## config.mk

```make
export PLATFORM = sky130hd
export DESIGN_NAME = mem_arbiter
export DESIGN_NICKNAME = d
export VERILOG_FILES = /design/src/rtl/mem_arbiter_pkg.sv /design/src/rtl/mem_arbiter_rr_pick.sv /design/src/rtl/mem_arbiter.sv
export SDC_FILE = /design/constraint.sdc
export NUM_CORES = 1
export LEC_CHECK = 0
export ABC_AREA = 1
export BUFFER_PORTS_ARGS = -buffer_cell sky130_fd_sc_hd__buf_2
export CAP_MARGIN = 30
export CELL_PAD_IN_SITES_DETAIL_PLACEMENT = 1
export CELL_PAD_IN_SITES_GLOBAL_PLACEMENT = 1
export CORE_MARGIN = 2
export CORE_UTILIZATION = 25
export DETAILED_ROUTE_END_ITERATION = 16
export PLACE_DENSITY_LB_ADDON = 0.15
export SYNTH_ARGS = -nofsm -noshare
export SYNTH_HDL_FRONTEND = slang
export SYNTH_SLANG_ARGS = --single-unit
```

## constraint.sdc

```tcl
create_clock -name i_clk -period 1.7 [get_ports i_clk]
set_input_delay 0.34 -clock i_clk [delete_from_list [all_inputs] [get_ports i_clk]]
set_output_delay 0.34 -clock i_clk [all_outputs]
set_load 0.05 [all_outputs]
```

## src/rtl/mem_arbiter_pkg.sv

```systemverilog
// rtl/mem_arbiter_pkg.sv - shared FSM state encoding and port identifiers for mem_arbiter
package mem_arbiter_pkg;

   typedef enum logic [1:0] {
      ST_IDLE  = 2'd0,
      ST_ISSUE = 2'd1,
      ST_WAIT  = 2'd2,
      ST_ACK   = 2'd3
   } state_t;

   localparam logic PORT_CPU = 1'b0;
   localparam logic PORT_LDR = 1'b1;

endpackage

```

## src/rtl/mem_arbiter_rr_pick.sv

```systemverilog
// rtl/mem_arbiter_rr_pick.sv - two-way round-robin / fixed-priority request select
module mem_arbiter_rr_pick
   import mem_arbiter_pkg::*;
(
   input  logic [1:0] i_req,
   input  logic       i_last,
   input  logic       i_excl_en,
   input  logic       i_excl_id,
   input  logic       i_prio,
   output logic       o_valid,
   output logic       o_id
);

   logic [1:0] w_mask;
   logic [1:0] w_eff;

   always_comb begin
      w_mask = 2'b11;
      // In priority mode the CPU is never excluded, so a CPU holding req keeps the memory.
      if (i_excl_en && !(i_prio && (i_excl_id == PORT_CPU))) begin
         w_mask[i_excl_id] = 1'b0;
      end
      w_eff   = i_req & w_mask;
      o_valid = |w_eff;
      if (i_prio && w_eff[0]) begin
         o_id = PORT_CPU;
      end else if (&w_eff) begin
         o_id = ~i_last;
      end else begin
         o_id = w_eff[1] && !w_eff[0];
      end
   end

endmodule

```

## src/rtl/mem_arbiter.sv

```systemverilog
// rtl/mem_arbiter.sv - per-transaction arbiter sharing one unified memory between CPU and loader
module mem_arbiter
   import mem_arbiter_pkg::*;
#(
   parameter int AW           = 6,
   parameter int DW           = 32,
   parameter int RD_LAT       = 1,
   parameter int CPU_PRIORITY = 0
) (
   input  logic          i_clk,
   input  logic          i_reset,
   input  logic          i_req0,
   input  logic          i_we0,
   input  logic [AW-1:0] i_addr0,
   input  logic [DW-1:0] i_wdata0,
   input  logic          i_req1,
   input  logic          i_we1,
   input  logic [AW-1:0] i_addr1,
   input  logic [DW-1:0] i_wdata1,
   output logic          o_ack0,
   output logic          o_ack1,
   output logic [DW-1:0] o_rdata0,
   output logic [DW-1:0] o_rdata1,
   output logic          o_mem_en,
   output logic          o_mem_we,
   output logic [AW-1:0] o_mem_addr,
   output logic [DW-1:0] o_mem_wdata,
   input  logic [DW-1:0] i_mem_rdata,
   output logic          o_busy,
   output logic          o_gnt_id
);

   localparam logic [2:0] CNT_INIT = 3'(RD_LAT - 1);

   state_t        r_state;
   state_t        w_next;
   logic          r_gnt;
   logic          r_last;
   logic          r_we;
   logic [2:0]    r_cnt;
   logic [DW-1:0] r_rdata0;
   logic [DW-1:0] r_rdata1;

   logic          w_pick_valid;
   logic          w_pick_id;
   logic          w_sel_we;
   logic [AW-1:0] w_sel_addr;
   logic [DW-1:0] w_sel_wdata;
   logic          w_ack;

   assign w_sel_we    = (r_gnt == PORT_LDR) ? i_we1    : i_we0;
   assign w_sel_addr  = (r_gnt == PORT_LDR) ? i_addr1  : i_addr0;
   assign w_sel_wdata = (r_gnt == PORT_LDR) ? i_wdata1 : i_wdata0;

   // In ACK the finishing port still has req high, so it is excluded from re-arbitration.
   mem_arbiter_rr_pick u_pick (
      .i_req     ({i_req1, i_req0}),
      .i_last    (r_last),
      .i_excl_en (r_state == ST_ACK),
      .i_excl_id (r_gnt),
      .i_prio    (CPU_PRIORITY != 0),
      .o_valid   (w_pick_valid),
      .o_id      (w_pick_id)
   );

   always_comb begin
      w_next      = r_state;
      o_mem_en    = 1'b0;
      o_mem_we    = 1'b0;
      o_mem_addr  = '0;
      o_mem_wdata = '0;
      case (r_state)
         ST_IDLE: begin
            if (w_pick_valid) w_next = ST_ISSUE;
         end
         ST_ISSUE: begin
            o_mem_en    = 1'b1;
            o_mem_we    = w_sel_we;
            o_mem_addr  = w_sel_addr;
            o_mem_wdata = w_sel_wdata;
            if (w_sel_we || (RD_LAT == 1)) w_next = ST_ACK;
            else                           w_next = ST_WAIT;
         end
         ST_WAIT: begin
            if (r_cnt == 3'd1) w_next = ST_ACK;
         end
         ST_ACK: begin
            w_next = w_pick_valid ? ST_ISSUE : ST_IDLE;
         end
         default: w_next = ST_IDLE;
      endcase
   end

   always_ff @(posedge i_clk) begin
      if (i_reset) begin
         r_state  <= ST_IDLE;
         r_gnt    <= PORT_CPU;
         r_last   <= PORT_LDR;
         r_we     <= 1'b0;
         r_cnt    <= 3'd0;
         r_rdata0 <= '0;
         r_rdata1 <= '0;
      end else begin
         r_state <= w_next;
         case (r_state)
            ST_IDLE: begin
               if (w_pick_valid) r_gnt <= w_pick_id;
            end
            ST_ISSUE: begin
               r_we  <= w_sel_we;
               r_cnt <= CNT_INIT;
            end
            ST_WAIT: begin
               r_cnt <= r_cnt - 3'd1;
            end
            ST_ACK: begin
               r_last <= r_gnt;
               if (!r_we && (r_gnt == PORT_CPU)) r_rdata0 <= i_mem_rdata;
               if (!r_we && (r_gnt == PORT_LDR)) r_rdata1 <= i_mem_rdata;
               if (w_pick_valid) r_gnt <= w_pick_id;
            end
            default: ;
         endcase
      end
   end

   assign w_ack    = (r_state == ST_ACK);
   assign o_ack0   = w_ack && (r_gnt == PORT_CPU);
   assign o_ack1   = w_ack && (r_gnt == PORT_LDR);
   assign o_rdata0 = (o_ack0 && !r_we) ? i_mem_rdata : r_rdata0;
   assign o_rdata1 = (o_ack1 && !r_we) ? i_mem_rdata : r_rdata1;
   assign o_busy   = (r_state != ST_IDLE);
   assign o_gnt_id = r_gnt;

endmodule

```

==> flow_summary.toml, run 1 <==
[status]
status = "finished, violations left"
failed_checks = "setup timing"

[floorplan]
initial_core_util_pct = 25.54
ios = 222
core_area_um2 = 14530
fp-row-count = 44
die_h_um = 125.9
dieArea_um2 = 15840
die-width_um = 125.9

[synth]
synth_cells = 603
yosysTopAreaCellShare_pct = 38.83
ys_ff_latch = 72
yosys.area.top_type = "dfxtp_1"
synth_edf_count = 0
synthTopCellsByArea = "dfxtp_1, nor2_1, inv_1"
yosysWarnings = 0
avgSynthCellArea_um2 = 6.156
yosysMostFrequentCell = "nor2_1"
syn_area_um2 = 3712
synth_top_flop_cell = "dfxtp_1"
syn_nets = 723
synthTopCellsByCount = "nor2_1, inv_1, nand2_1, dfxtp_1, o21ai_0"
async_flop_share_pct = 0
synth_cell_types = 21
ys_seq_area_share_pct = 38.83

[sta]
period_minus_slack_ns = 2.192
maxSlewHeadroom_pct = 69.29
hold_viol_final = 0
rsz0062_at_grt = "true"
finalSetupViolCount = 108
hold_ws_ns = 0.3034
worst_pin_slew_ns = 0.4606
drv_slew = 0
setup_ws_ns = -0.4918
period_share_pct = 128.9
fin_skew_ns = 0.006936
fmax_mhz = 456.3

[detailed_routing]
ant_nets = 0
drt_pre_antenna_iters = 4
drt_iter0_markers = 78
wl_per_cell_um = 16.66
viasPerCell = 4.513
wirelength_um = 17910
vias = 4851
drcViolationCount = 0

[clock_network]
cts_tree = "built"
cts_root_buf = "clkbuf_16"
ctsHoldBuffers = 0
clk_path_buf_depth = 2
htreeDepth = 3
clk_pin_slew_ns = 0.06
cts_buffers = 9
worst_skew_pair.late_latency_ns = 0.33
cts_sinks = 72

[pwr]
p_leak_nw = 4.161
powerDensity_nw_per_um2 = 1689
vdd.ir_drop.worst_mv = 0.9502

[setup_path]
cp_max_fo = 16
start_kind = "flop"
arrival_ns = 1.85
cp.required_ns = 1.36
path_class = "reg -> out"
crit_path_end_kind = "output pin"

[finish]
fin_nets = 1005
syn_to_final_growth_pct = 125.3
fill_cells = 1696
layout-drive-gt1-share_pct = 65.80

[job]
cap_violations = 0

[global_route]
grt_pass1_wl_um = 24780
grt_max_degree = 45
first_global_vias = 5014
antenna_found_initial = 2
track_usage_pct = 19.19
grt-ovfl-total = 0

[placement]
place.gp.congestion = 0.8110
portBuffers = 221
pre_cts_ws_ns = -0.2020
dpl.hpwl_um = 10420

[hold_path]
hold_path.class = "in -> reg"
registers in the layout, indices dropped and copies added (netlist names):
name and flops:
r_cnt 3, o_gnt_id 1, r_rdata1 32, r_last 1
r_we 1, r_rdata0 32, r_state 2
worst max-delay path: stages, from the launching register on:
cell and delay, ns:
dfxtp_2 0.35, ha_4 0.15, nand2_2 0.06, or2_4 0.34, buf_16 0.21, o21ai_2 0.18, inv_2 0.07, buf_12 0.15
cell type report:
| class | instances | area (um^2) | area share (%) |
|---|---|---|---|
| inverters | 142 | 600.6 | 7.179 |
| flip-flops and latches | 72 | 1448 | 17.30 |
| multi-input cells | 356 | 2810 | 33.59 |
| diodes | 2 | 5.005 | 0.05983 |
| well taps | 184 | 230.2 | 2.752 |
| clock buffers | 13 | 271.5 | 3.246 |
| repair buffers | 304 | 2988 | 35.72 |
| clock inverters | 2 | 12.51 | 0.1496 |
metal layers:
metal | vias up | track usage, % | part of all wire (%)
met3 | 20 | 3.951 | 4.5
li1 | 2336 | - | -
met5 | - | 0 | 0
met2 | 152 | 36.69 | 55
met1 | 2343 | 21.54 | 39
met4 | 0 | 4.977 | 1.4
report_power, final:
| group | switching, mW | internal (mW) |
|---|---|---|
| clock network | 0.721 | 1.11 |
| registers | 0.117 | 1.98 |
| logic | 6.05 | 4.15 |
metrics by stage:
stage | total power [mW] | std cells | TNS, ns | util, % | area, um^2
after detailed placement | 8.925 | 1017 | -9.905 | 39.39 | 5725
after CTS | 13.17 | 1053 | -43.86 | 50.41 | 7327
after global routing | 14.82 | 1075 | -48.79 | 57.56 | 8366
final | 14.13 | 1075 | -42.06 | 57.56 | 8366
after global placement | 8.779 | 1017 | -7.194 | 39.39 | 5725
after floorplan | 7.238 | 603 | -0.1309 | - | 4220
kinds of logic (layout without fill, tap and decap cells):
group / Yosys count / in the layout / share of synthesized area [%]
AOI/OAI and AO/OA: 111 / 111 / 15.20
adders and majority gates: 6 / 6 / 2.022
DFF: 72 / 72 / 38.83
and+or+nand+nor: 239 / 239 / 24.60
buffers and inverters: 175 / 461 / 19.35
other: 0 / 2 / 0
final timing paths:
path             endpoint  cells after the start  slack, ns            start
max           o_rdata0[2]                      7      -0.49       r_state[1]
min          r_rdata0[29]                      3       0.30  i_mem_rdata[29]
max reg2reg      r_cnt[1]                      9      -0.02       r_state[1]
min reg2reg      r_cnt[0]                      2       0.49         r_cnt[0]
cells in the final DEF, fill, tap and decap left out, types with 2 or more instances in the layout:
master     instances
nand2_1           36
buf_4             49
buf_16             4
inv_4             27
a21oi_1            5
diode_2            2
inv_1             72
nand2_2           33
dfxtp_2            2
clkbuf_1           2
nand2_4           15
nor2_2             8
ha_1               3
nand3_1            2
ha_4               3
o21ai_0            2
clkbuf_16         18
dfxtp_1           69
buf_6             68
nor2_1           110
buf_8             47
o21ai_4           52
nor2_4            32
buf_12            13
buf_2            114
inv_2             43
o21ai_2           50
what timing repair did:
item	4_1_cts	5_1_grt
pin swaps	19	24
setup buffers	17	11
gates resized for setup	329	207
setup endpoints to repair	106	109
gates cloned	4	10
(Power assumes the default switching activity.)
==> run 2, diff against run 1 <==
--- a/config.mk
+++ b/config.mk
@@ -10,10 +10,10 @@
 export CAP_MARGIN = 30
 export CELL_PAD_IN_SITES_DETAIL_PLACEMENT = 1
 export CELL_PAD_IN_SITES_GLOBAL_PLACEMENT = 1
-export CORE_MARGIN = 2
 export CORE_UTILIZATION = 25
 export DETAILED_ROUTE_END_ITERATION = 16
 export PLACE_DENSITY_LB_ADDON = 0.15
+export SKIP_LAST_GASP = 1
 export SYNTH_ARGS = -nofsm -noshare
 export SYNTH_HDL_FRONTEND = slang
 export SYNTH_SLANG_ARGS = --single-unit
==> constraint.sdc (replaced) <==
create_clock -name i_clk -period 1.7 [get_ports i_clk]
set_input_delay 0.34 -clock i_clk [delete_from_list [all_inputs] [get_ports i_clk]]
set_output_delay 0.34 -clock i_clk [all_outputs]
set_load 0.1 [all_outputs]
==> flow_summary.toml, run 2 (synthesis gave the netlist of run 1 again) <==
[setup_path]
cp_max_fo = 16
start_kind = "flop"
path_class = "reg -> out"
worstRegToRegCells = 13
arrival_ns = 1.95
cp.required_ns = 1.36
crit_path_end_kind = "output pin"

[finish]
regArea_um2 = 1448
insertedDiodeCount = 0
syn_to_final_growth_pct = 149.3
final_cell_mix = "buf_2, buf_12, nor2_1, inv_1, dfxtp_1"
multi_input_area_um2 = 2771
reg_top3 = "r_rdata0: 32 flops, r_rdata1: 32 flops, r_cnt: 3 flops"
layout-drive-gt1-share_pct = 61.88
instances_no_fill = 1089
fin_util_pct = 63.68
fin_nets = 1021
fill_cells = 1578

[hold_path]
hold_path.class = "in -> reg"
hold_depth = 3

[clock_network]
htreeDepth = 3
cts_tree = "built"
cts_buffers = 9
worst_skew_pair.late_latency_ns = 0.34
clk_path_buf_depth = 2
cts_root_buf = "clkbuf_16"
ctsHoldBuffers = 0
cts_sinks = 72
clk_pin_slew_ns = 0.06

[pwr]
design_power_total_mw = 17.99
clock_power_share_pct = 10.3
p_leak_nw = 4.135
switching_power_mw = 9.891
p_int_mw = 8.100
seq_power_share_pct = 11.7
powerDensity_nw_per_um2 = 1944
p_sw_share_pct = 54.98
combPwrFrac_pct = 78.1
vdd.ir_drop.worst_mv = 1.313

[floorplan]
fp-row-count = 44
core_area_um2 = 14530
initial_core_util_pct = 25.54
die_h_um = 123.9
die-width_um = 123.9
dieArea_um2 = 15340
ios = 222

[sta]
period_minus_slack_ns = 2.294
worst_pin_slew_ns = 0.3338
fmax_mhz = 435.8
period_share_pct = 135.0
fin_skew_ns = 0.007146
hold_viol_final = 0
finalSetupViolCount = 112
rsz0062_at_grt = "true"
drv_slew = 0
maxSlewHeadroom_pct = 77.51
fin_tns_setup_ns = -54.10
setup_ws_ns = -0.5944

[status]
status = "finished, violations left"
failed_checks = "setup timing"

[detailed_routing]
viasPerCell = 4.546
vias = 4951
drt_iter0_markers = 122
wirelength_um = 18800
drcViolationCount = 0
wl_per_cell_um = 17.26
ant_nets = 0
drt_pre_antenna_iters = 4

[job]
cap_violations = 0

[global_route]
track_usage_pct = 24.74
grt-ovfl-total = 0
grt_pass1_wl_um = 28120
first_global_vias = 5474
grt_max_degree = 45
antenna_found_initial = 0

[placement]
place.gp.congestion = 0.7417
dp_cells = 1022
dpl.hpwl_um = 11600
portBuffers = 221
run 2: cell count changes in the layout (fill, tap and decap cells not counted), sizes merged:
cell	delta
clkinvlp	+39
inv	-39
buf	+24
clkbuf	-8
diode	-2
run 2: per-stage QoR:
step           cell area, um^2  hold WS (ns)  setup slack, ns
2_1_floorplan             4622        0.4511          -0.3609
3_3_place_gp              7550        0.4684          -0.2368
3_5_place_dp              7550        0.4933          -0.2944
4_1_cts                   9194        0.2846          -0.6020
5_1_grt                   9255        0.3058          -0.6581
6_report                  9255        0.2900          -0.5944
run 2: worst paths after layout:
kind                                endpoint       startpoint  slack, ns
worst max-delay path            o_rdata0[16]       r_state[1]      -0.59
worst min-delay path            r_rdata0[14]  i_mem_rdata[14]       0.29
worst min register to register      r_cnt[0]         r_cnt[0]       0.51
worst max register to register   r_rdata1[0]       r_state[1]      -0.23
run 2: power by group through the flow:
stage	sequential (mW)	combinational (mW)	clock, mW
5_1_grt	2.12	14.6	1.94
3_5_place_dp	2.11	12.2	0
3_3_place_gp	2.10	12.1	0
6_report	2.10	14.0	1.84
4_1_cts	2.09	14.2	1.88
2_1_floorplan	2.16	8.37	0
run 2: metal layers:
layer / global-route usage (%) / wire, um / vias up
met2: 50.00 / 10690 / 181
met5: 0 / 0 / -
li1: - / - / 2368
met4: 12.95 / 682 / 0
met1: 22.92 / 6270 / 2359
met3: 4.808 / 1147 / 43
run 2: final cells by class:
class / count / share of cell area [%]
sequential: 72 / 15.64
tap: 184 / 2.487
inverter: 142 / 7.422
clock buffer: 13 / 2.934
clock inverter: 2 / 0.1352
multi-input combinational: 356 / 29.94
timing repair buffer: 320 / 41.44
run 2: repair_timing:
action,CTS,global route
pin swaps,43,28
gates resized for setup,222,29
setup buffers,37,13
endpoints found under the hold margin,0,0
setup endpoints to repair,107,124
gates cloned,11,1
run 2: critical path, stage by stage (launching register included):
cell	delay, ns
dfxtp_2	0.35
ha_4	0.15
nand2_2	0.06
or2_4	0.26
buf_6	0.15
buf_12	0.16
o21ai_4	0.16
clkinvlp_4	0.14
buf_12	0.18
==> run 3, diff against run 2 <==
--- a/config.mk
+++ b/config.mk
@@ -10,7 +10,7 @@
 export CAP_MARGIN = 30
 export CELL_PAD_IN_SITES_DETAIL_PLACEMENT = 1
 export CELL_PAD_IN_SITES_GLOBAL_PLACEMENT = 1
-export CORE_UTILIZATION = 25
+export CORE_UTILIZATION = 28
 export DETAILED_ROUTE_END_ITERATION = 16
 export PLACE_DENSITY_LB_ADDON = 0.15
 export SKIP_LAST_GASP = 1
==> constraint.sdc (replaced) <==
create_clock -name i_clk -period 2.18 [get_ports i_clk]
set_input_delay 0.436 -clock i_clk [delete_from_list [all_inputs] [get_ports i_clk]]
set_output_delay 0.436 -clock i_clk [all_outputs]
set_load 0.1 [all_outputs]
==> flow_summary.toml, run 3 (synthesis gave the netlist of run 1 again) <==
[setup_path]
crit_path_end_kind = "output pin"
cpMostUsedCell = "buf_12"
rr_startpoint = "r_state[1]"
arrival_ns = 2.06
start_kind = "flop"
path_class = "reg -> out"
worstPathCellList = "ha_4 -> nand2_2 -> or2_4 -> buf_12 -> buf_16 -> o21ai_4 -> clkinvlp_4 -> buf_12"
r2r_end = "r_rdata1[23]"
r2r_slack_ns = 0.15
cp_top_family = "buffers and inverters"
cp.required_ns = 1.74
crit_buf_inv = 4
cp_max_fo = 5
worstRegToRegCells = 14
slowest_delay_ns = 0.37
worst_path_max_delay_cell = "dfxtp_2"

[detailed_routing]
viasPerCell = 4.762
drt_pre_antenna_iters = 4
ant_nets = 0
wl_per_cell_um = 20.96
wirelength_um = 21990
drcViolationCount = 0
drt_iter0_markers = 152
vias = 4995

[clock_network]
htreeDepth = 3
ctsHoldBuffers = 0
worst_skew_pair.late_latency_ns = 0.35
cts_tree = "built"
cts_buffers = 9
cts_root_buf = "clkbuf_16"
cts_sinks = 72
clk_path_buf_depth = 2
clk_pin_slew_ns = 0.06

[finish]
reg_top3 = "r_rdata0: 32 flops, r_rdata1: 32 flops, r_cnt: 3 flops"
insertedDiodeCount = 0
fin_util_pct = 68.56
final_cell_mix = "buf_2, buf_12, nor2_1, inv_1, dfxtp_1"
layout-drive-gt1-share_pct = 58.84
fin_nets = 994
syn_to_final_growth_pct = 135.9
final_common_cell = "buf_2"

[floorplan]
die_h_um = 117.1
fp-row-count = 41
initial_core_util_pct = 29.06
die-width_um = 117.1
core_area_um2 = 12770
dieArea_um2 = 13720
ios = 222

[global_route]
first_global_vias = 5365
track_usage_pct = 26.38
grt-ovfl-total = 0
antenna_found_initial = 0
grt_max_degree = 45
grt_pass1_wl_um = 27050

[placement]
dpl.hpwl_um = 12010
place.gp.congestion = 0.8090
pre_cts_ws_ns = 0.06898
portBuffers = 221

[status]
failed_checks = "setup timing"
status = "finished, violations left"

[hold_path]
holdPathEnd = "r_rdata0[7]"
hold_depth = 3
hold_path.class = "in -> reg"
worstHoldStart = "i_mem_rdata[7]"

[sta]
rsz0062_at_grt = "true"
worst_pin_slew_ns = 0.5164
finalSetupViolCount = 67
maxSlewHeadroom_pct = 65.81
period_share_pct = 114.3
hold_viol_final = 0
period_minus_slack_ns = 2.492
drv_slew = 0
setup_ws_ns = -0.3122
fin_skew_ns = 0.007124
fmax_mhz = 401.3

[pwr]
p_leak_nw = 4.004
design_power_total_mw = 13.58
powerDensity_nw_per_um2 = 1551
vdd.ir_drop.worst_mv = 1.408

[job]
cap_violations = 0
-- run 3: cell count changes in the layout (fill, tap and decap cells not counted), moves of 9 or more --
cell     previous run  this run
o21ai_4            61        42
o21ai_2            31        22
nand2_2             6        24
buf_4              58        39
nand2_1            68        52
buf_6              21         6
o21ai_1             7        38
-- run 3: cell type report --
cell class / instances / area [um^2]
fillers: 1418 / 4016
repair buffers: 293 / 3643
multi-input cells: 356 / 2537
flip-flops and latches: 72 / 1448
inverters: 142 / 653.1
clock buffers: 10 / 239.0
well taps: 172 / 215.2
clock inverters: 4 / 21.27
-- run 3: worst max path at each step --
stage	slack [ns]	cells past startpoint	end	start
2_1_floorplan	-0.005	7	o_rdata0[11]	r_state[1]
3_3_place_gp	0.14	7	o_rdata0[19]	r_state[1]
3_5_place_dp	0.07	8	o_rdata0[18]	r_state[1]
4_1_cts	-0.23	8	o_rdata0[30]	r_state[0]
5_1_grt	-0.35	9	o_rdata0[2]	r_state[0]
6_report	-0.31	8	o_rdata0[27]	r_state[1]
-- run 3: what timing repair did --
item | in CTS | in global routing
gates cloned | 6 | 6
endpoints found under the setup margin | 104 | 104
setup buffers | 28 | 16
pin swaps | 10 | 13
resized for setup | 143 | 58
-- run 3: where the power goes --
part,internal [mW],leakage [nW],switching (mW)
combinational,3.58,3.29,6.96
sequential,1.54,0.585,0.128
clock,0.783,0.134,0.588
total,5.90,4.00,7.68
-- run 3: through the flow --
stage / setup TNS, ns / instances / area [um^2] / hold slack (ns)
4_1_cts: -10.07 / 1027 / 8297 / 0.3904
3_3_place_gp: 0 / 979 / 7194 / 0.4693
2_1_floorplan: -0.1284 / 603 / 4344 / 0.4511
3_5_place_dp: 0 / 979 / 7194 / 0.4883
5_1_grt: -19.07 / 1049 / 8757 / 0.3989
6_report: -15.08 / 1049 / 8757 / 0.3965
-- run 3: worst reg2reg max path, stage by stage (launching register included) --
cell,delay (ns)
dfxtp_2,0.34
ha_4,0.18
buf_4,0.14
nand2_4,0.08
nor2_4,0.04
buf_12,0.15
buf_8,0.13
buf_12,0.14
nand2_2,0.08
o21ai_2,0.08
buf_4,0.13
buf_4,0.12
buf_4,0.12
buf_4,0.12
nor2_1,0.10
-- run 3: routing by layer --
metal | up-vias | track usage, % | share of wire [%]
li1 | 2318 | - | -
met1 | 2421 | 24.13 | 34
met2 | 198 | 53.14 | 56
met3 | 58 | 5.973 | 4.9
met4 | 0 | 14.26 | 4.6
met5 | - | 0 | 0
